<file path="config.mk">
export PLATFORM = sky130hd
export DESIGN_NAME = dct_row_butterfly
export DESIGN_NICKNAME = d
export VERILOG_FILES = /design/src/rtl/dct_pkg.sv /design/src/rtl/dct_butterfly_pair.sv /design/src/rtl/dct_row_butterfly.sv
export SDC_FILE = /design/constraint.sdc
export NUM_CORES = 1
export LEC_CHECK = 0
export ABC_AREA = 0
export BUFFER_PORTS_ARGS = -buffer_cell sky130_fd_sc_hd__buf_4
export CORE_MARGIN = 5
export CORE_UTILIZATION = 40
export DETAILED_ROUTE_END_ITERATION = 12
export RECOVER_POWER = 25
export REMOVE_ABC_BUFFERS = 1
export SKIP_LAST_GASP = 1
export SYNTH_ARGS = -nofsm -noshare
export SYNTH_HDL_FRONTEND = slang
export SYNTH_SLANG_ARGS = --single-unit
</file>
<file path="constraint.sdc">
create_clock -name clk -period 5.2 [get_ports clk]
set_clock_uncertainty 0.2 [all_clocks]
set_input_delay 1.04 -clock clk [delete_from_list [all_inputs] [get_ports clk]]
set_output_delay 1.04 -clock clk [all_outputs]
set_load 0.005 [all_outputs]
</file>
<file path="src/rtl/dct_pkg.sv">
// dct_pkg: shared constants, types and helpers for the row-DCT butterfly stage.
//   DCT_N / DCT_DW   : default row length and sample width
//   dct_level_shift  : JPEG level-shift constant 2^(dw-1)
//   dct_term_t       : signed (DCT_DW+1) butterfly term
//   dct_term_lsb     : LSB position of term idx in a packed output vector
package dct_pkg;

  localparam int DCT_N  = 8;
  localparam int DCT_DW = 8;

  typedef logic signed [DCT_DW:0] dct_term_t;

  function automatic int dct_level_shift(input int dw);
    return 1 << (dw - 1);
  endfunction

  function automatic int dct_term_lsb(input int idx, input int dw);
    return idx * (dw + 1);
  endfunction

endpackage

</file>
<file path="src/rtl/dct_butterfly_pair.sv">
// dct_butterfly_pair: combinational sum and difference of one sample pair.
//   a_i, b_i : signed DW-bit operands
//   sum_o    : a + b, exact, signed DW+1 bits
//   diff_o   : a - b, exact, signed DW+1 bits
module dct_butterfly_pair #(
  parameter int DW = 8
) (
  input  logic [DW-1:0] a_i,
  input  logic [DW-1:0] b_i,
  output logic [DW:0]   sum_o,
  output logic [DW:0]   diff_o
);

  logic signed [DW:0] a_s;
  logic signed [DW:0] b_s;

  // Sign-extend by one bit so the sum/difference can never overflow.
  assign a_s    = {a_i[DW-1], a_i};
  assign b_s    = {b_i[DW-1], b_i};
  assign sum_o  = a_s + b_s;
  assign diff_o = a_s - b_s;

endmodule

</file>
<file path="src/rtl/dct_row_butterfly.sv">
// dct_row_butterfly: collects an N-sample row over a valid/ready stream and
// emits the N/2 even (sum) and N/2 odd (difference) first-stage DCT terms.
//   clk, rst             : clock, asynchronous active-high reset
//   in_valid/in_ready    : sample handshake, in_data DW bits
//   out_valid/out_ready  : result handshake
//   out_even, out_odd    : packed signed (DW+1) terms, term i at [i*(DW+1) +: DW+1]
//   out_row              : row index of the result within the N-row block
// Build option: DCT_LEVEL_SHIFT_EN treats in_data as unsigned and subtracts
// 2^(DW-1) before use; otherwise in_data is taken as signed two's complement.
module dct_row_butterfly
  import dct_pkg::*;
#(
  parameter int DW = DCT_DW,
  parameter int N  = DCT_N
) (
  input  logic                      clk,
  input  logic                      rst,
  input  logic                      in_valid,
  output logic                      in_ready,
  input  logic [DW-1:0]             in_data,
  output logic                      out_valid,
  input  logic                      out_ready,
  output logic [(N/2)*(DW+1)-1:0]   out_even,
  output logic [(N/2)*(DW+1)-1:0]   out_odd,
  output logic [$clog2(N)-1:0]      out_row
);

  localparam int HALF = N / 2;
  localparam int TW   = DW + 1;
  localparam int CW   = $clog2(N);
  localparam int HW   = HALF * TW;
  localparam logic [CW-1:0] LAST_C = CW'(N - 1);

  logic [CW-1:0] col_q, col_d;
  logic [CW-1:0] row_q, row_d;
  logic          out_valid_q, out_valid_d;
  logic [HW-1:0] out_even_q, out_even_d;
  logic [HW-1:0] out_odd_q, out_odd_d;
  logic [CW-1:0] out_row_q, out_row_d;
  logic [DW-1:0] x_q [0:N-2];

  logic [DW-1:0] sample_s;
  logic          last_s;
  logic          accept_s;
  logic          load_s;
  logic [HW-1:0] sum_s;
  logic [HW-1:0] diff_s;

`ifdef DCT_LEVEL_SHIFT_EN
  localparam logic [DW-1:0] SHIFT_C = DW'(dct_level_shift(DW));
  // Modulo-2^DW subtraction maps unsigned 0..2^DW-1 onto signed -2^(DW-1)..2^(DW-1)-1.
  assign sample_s = in_data - SHIFT_C;
`else
  assign sample_s = in_data;
`endif

  assign last_s   = (col_q == LAST_C);
  // Only the row-completing sample can be blocked by an undrained result.
  assign in_ready = !last_s || !out_valid_q || out_ready;
  assign accept_s = in_valid && in_ready;
  assign load_s   = accept_s && last_s;

  // One butterfly per (x[i], x[N-1-i]) pair; x[N-1] is the live sample.
  for (genvar gi = 0; gi < HALF; gi++) begin : g_pair
    localparam int LSB = dct_term_lsb(gi, DW);
    logic [DW-1:0] hi_s;
    if (gi == 0) begin : g_live
      assign hi_s = sample_s;
    end else begin : g_buf
      assign hi_s = x_q[N-1-gi];
    end
    dct_butterfly_pair #(.DW(DW)) u_pair (
      .a_i   (x_q[gi]),
      .b_i   (hi_s),
      .sum_o (sum_s[LSB +: TW]),
      .diff_o(diff_s[LSB +: TW])
    );
  end

  // Next-state for column/row counters and the output register.
  always_comb begin
    col_d       = col_q;
    row_d       = row_q;
    out_valid_d = out_valid_q;
    out_even_d  = out_even_q;
    out_odd_d   = out_odd_q;
    out_row_d   = out_row_q;

    if (accept_s) begin
      if (last_s) begin
        col_d = {CW{1'b0}};
      end else begin
        col_d = col_q + CW'(1);
      end
    end else begin
      col_d = col_q;
    end

    // A loading row takes priority over draining, so out_valid stays high.
    if (load_s) begin
      out_valid_d = 1'b1;
      out_even_d  = sum_s;
      out_odd_d   = diff_s;
      out_row_d   = row_q;
      if (row_q == LAST_C) begin
        row_d = {CW{1'b0}};
      end else begin
        row_d = row_q + CW'(1);
      end
    end else if (out_valid_q && out_ready) begin
      out_valid_d = 1'b0;
    end else begin
      out_valid_d = out_valid_q;
    end
  end

  // Counter and output registers.
  always_ff @(posedge clk or posedge rst) begin
    if (rst) begin
      col_q       <= {CW{1'b0}};
      row_q       <= {CW{1'b0}};
      out_valid_q <= 1'b0;
      out_even_q  <= {HW{1'b0}};
      out_odd_q   <= {HW{1'b0}};
      out_row_q   <= {CW{1'b0}};
    end else begin
      col_q       <= col_d;
      row_q       <= row_d;
      out_valid_q <= out_valid_d;
      out_even_q  <= out_even_d;
      out_odd_q   <= out_odd_d;
      out_row_q   <= out_row_d;
    end
  end

  // Row buffer: holds samples for columns 0..N-2.
  always_ff @(posedge clk or posedge rst) begin
    if (rst) begin
      for (int i = 0; i < N - 1; i++) begin
        x_q[i] <= {DW{1'b0}};
      end
    end else if (accept_s && !last_s) begin
      x_q[col_q] <= sample_s;
    end
  end

  assign out_valid = out_valid_q;
  assign out_even  = out_even_q;
  assign out_odd   = out_odd_q;
  assign out_row   = out_row_q;

endmodule

</file>
==> results.sh <==
export IMPL_status="finished, violations left"
export IMPL_violations="max-capacitance violations, max-slew violations"
export IMPL_r2r_start="col_q[0]"
export IMPL_fmax_ghz=0.326
export IMPL_p_int_mw=3.64
export IMPL_max_stage_delay_ns=0.53
export IMPL_slew_violations=110
export IMPL_grt_setup_unrepaired="no"
export IMPL_synth_common_cells="141 x nand2_1, 134 x dfrtp_1, 71 x o21ai_0"
export IMPL_ys_seq_elements=134
export IMPL_htree_levels=4
export IMPL_path_delay_family="flip-flops"
export IMPL_end_kind="output pin"
export IMPL_fin_crit_sh=0.590
export IMPL_diodes=0
export IMPL_crit_path_end="in_ready"
export IMPL_fp_dieW_um=149
export IMPL_track_usage=0.170
export IMPL_path_cells="ha_1, ha_1, nand3b_1, buf_4"
export IMPL_port_buffers=88
export IMPL_ys_types=54
export IMPL_synthCells=839
export IMPL_cts_root_buf="clkbuf_16"
export IMPL_clock_path_buffers=2
export IMPL_tns_ns=0
export IMPL_cts_tree="yes"
export IMPL_worstMarginPinSlew_ns=2.34
export IMPL_seqPwrFrac=0.310
export IMPL_critPathRequiredTime_ns=3.96
export IMPL_arrival_ns=1.83
export IMPL_gr_total_overflow=0
export IMPL_regToRegEndpoint="out_even[32]"
export IMPL_crit_type="flop to output pin"
export IMPL_fin_nets=990
export IMPL_fin_area_mm2=0.00914
export IMPL_dieArea_mm2=0.0223
export IMPL_synthMostInstantiatedCell="nand2_1"
export IMPL_rrSetupSlack_ns=2.51
export IMPL_ys_flop_type="dfrtp_1"
export IMPL_synth_simple_area_share=0.167
export IMPL_grt_max_degree=110
export IMPL_rr_worst_depth=5
export IMPL_start_kind="flop"
export IMPL_clkPwrFrac=0.188
export IMPL_first_pass_iters=5
export IMPL_grt_antenna_before_repair=0
export IMPL_synth_compound_area_share=0.153
export IMPL_core_area_mm2=0.0193
export IMPL_avgViaCountPerCell=4.99
export IMPL_initial_core_util=0.403
export IMPL_area_growth_synth_to_final_pct=17.6
export IMPL_drcViolationCount=0
export IMPL_cp_slowest_cell="dfrtp_1"
export IMPL_cts_repair_resized=0
export IMPL_grt_pass1_vias=5897
export IMPL_synth_area_leaders="dfrtp_1 43%, ha_1 11%, nand2_1 6.8%"
export IMPL_cap_viol_max_count=1
export IMPL_synth_mux_area_frac=0.0304
export IMPL_ant_nets=0
export IMPL_cp_num_cells=4
export IMPL_combPwrFrac=0.502
export IMPL_post_route_min_period_ns=3.07
export IMPL_path_clk_slew_ns=0.06
export IMPL_insertion_delay_ns=0.42
export IMPL_route_vias_total=5890
export IMPL_hold_path_class="flop to flop"
export IMPL_cts_buffers=17
export IMPL_drive_gt1_frac=0.148
export IMPL_placed_area_mm2=0.00859
export IMPL_rows=51
export IMPL_ioPinCount=89
export IMPL_synth_area_leader_cell="dfrtp_1"
export IMPL_wl_per_cell_um=15.2
export IMPL_setup_viol=0
export IMPL_synthXorXnorAreaFrac=0.0270
export IMPL_drt_initial_drc_count=335
export IMPL_synth_top_family_by_area="simple AND/OR/NAND/NOR gates"
export IMPL_synth_adder_area_share=0.130
export IMPL_finalWirelength_um=18000
export IMPL_startpoint="col_q[0]"
export IMPL_synth_edf_count=0
export IMPL_ctsHoldBuffers=0
export IMPL_peakVddDrop_mv=0.345
export IMPL_switching_share=0.402
export IMPL_cp_max_fo=9
export IMPL_max_slew_margin=-0.563
export IMPL_die_y_um=149
export IMPL_synth_area_mm2=0.00777
export IMPL_grt_pass1_wl_um=30500
export IMPL_crit_buf_inv=1
export IMPL_synth_seq_area_share=0.431
export IMPL_async_flop_share=1.00
export IMPL_p_sw_mw=2.44
export IMPL_hold_viol_final=0
export IMPL_cellPowerDensity_mw_per_mm2=666
export IMPL_syn_mean_instance_area_um2=9.27
export IMPL_gp_congestion=0.821
export IMPL_clock_sinks=134
export IMPL_place_hpwl_um=12900
export IMPL_synth_top_area_frac=0.431
export IMPL_post_cts_buffers=0
export IMPL_synth_warnings=0
export IMPL_crit_path_frequent_cell="ha_1"
export IMPL_p_leak_nw=4.49
==> power by group through the flow <==
| stage | Combinational [mW] | Sequential (mW) | Clock [mW] |
|---|---|---|---|
| 2_1_floorplan | 2.11 | 1.84 | 0 |
| 3_3_place_gp | 3.06 | 1.91 | 0 |
| 3_5_place_dp | 3.08 | 1.92 | 0 |
| 4_1_cts | 3.11 | 1.90 | 1.17 |
| 5_1_grt | 3.49 | 1.97 | 1.22 |
| 6_report | 3.05 | 1.89 | 1.14 |
==> cell families after synthesis <==
group	after synthesis
mux	22
compound gates	198
buf+inv	114
flops	134
simple gates	271
fa+ha+maj	76
xor+xnor	24
==> registers in the layout, summed over array words and instances, names as in the netlist <==
register,cells
out_odd,32
g_pair.hi_s,24
out_even,36
out_valid,1
col_q,3
x_q,32
row_q,3
out_row,3
==> tightest hold or removal path, stage by stage (launching register included) <==
cell and delay (ns):
dfrtp_1 0.34, nand2_1 0.05, nand3_1 0.05
==> cell usage in the layout (no fill, tap or decap), drive strengths merged, types with 5 or more instances in the layout <==
master / instances
a21o: 5
a21oi: 31
a221oi: 5
a31oi: 8
buf: 95
clkbuf: 24
clkinv: 7
dfrtp: 134
fa: 8
ha: 68
inv: 61
mux2: 13
mux2i: 9
nand2: 142
nand2b: 22
nand3: 20
nor2: 30
nor2b: 7
nor3: 14
nor3b: 11
o21a: 8
o21ai: 94
o21bai: 6
o31ai: 9
or3: 8
xnor2: 8
xor2: 16
==> final cells by class <==
type / count / area (um^2)
timing repair buffer: 96 / 717
fill: 1914 / 10100
clock inverter: 9 / 76.3
clock buffer: 23 / 478
inverter: 62 / 236
tap: 265 / 332
sequential: 134 / 3350
multi-input combinational: 591 / 3950
==> per-stage QoR <==
step,std cells,worst slack (ns),hold slack (ns),power (mW),util
2_1_floorplan,787,0.377,0.265,3.95,-
3_3_place_gp,1148,2.14,0.264,4.96,0.446
3_5_place_dp,1148,2.09,0.263,5.00,0.446
4_1_cts,1180,2.13,0.282,6.18,0.475
5_1_grt,1180,1.86,0.305,6.68,0.474
6_report,1180,2.13,0.276,6.09,0.474
==> worst min-delay path by stage <==
stage | startpoint | end | slack, ns | depth (start not counted)
3_3_place_gp | out_row[0] | out_row[0] | 0.26 | 2
3_5_place_dp | out_even[28] | out_even[28] | 0.26 | 2
6_report | out_even[24] | out_even[24] | 0.28 | 2
2_1_floorplan | row_q[1] | out_row[1] | 0.26 | 2
5_1_grt | out_even[14] | out_even[14] | 0.30 | 2
4_1_cts | out_odd[12] | out_odd[12] | 0.28 | 2
==> layer usage <==
metal,part of all wire,GRT usage,vias to the layer above
li1,-,-,2978
met1,0.48,0.241,2776
met2,0.47,0.269,118
met3,0.043,0.0325,18
met4,0.011,0.0439,0
met5,0,0,-
Note: power is estimated with default switching activity, not from simulation.
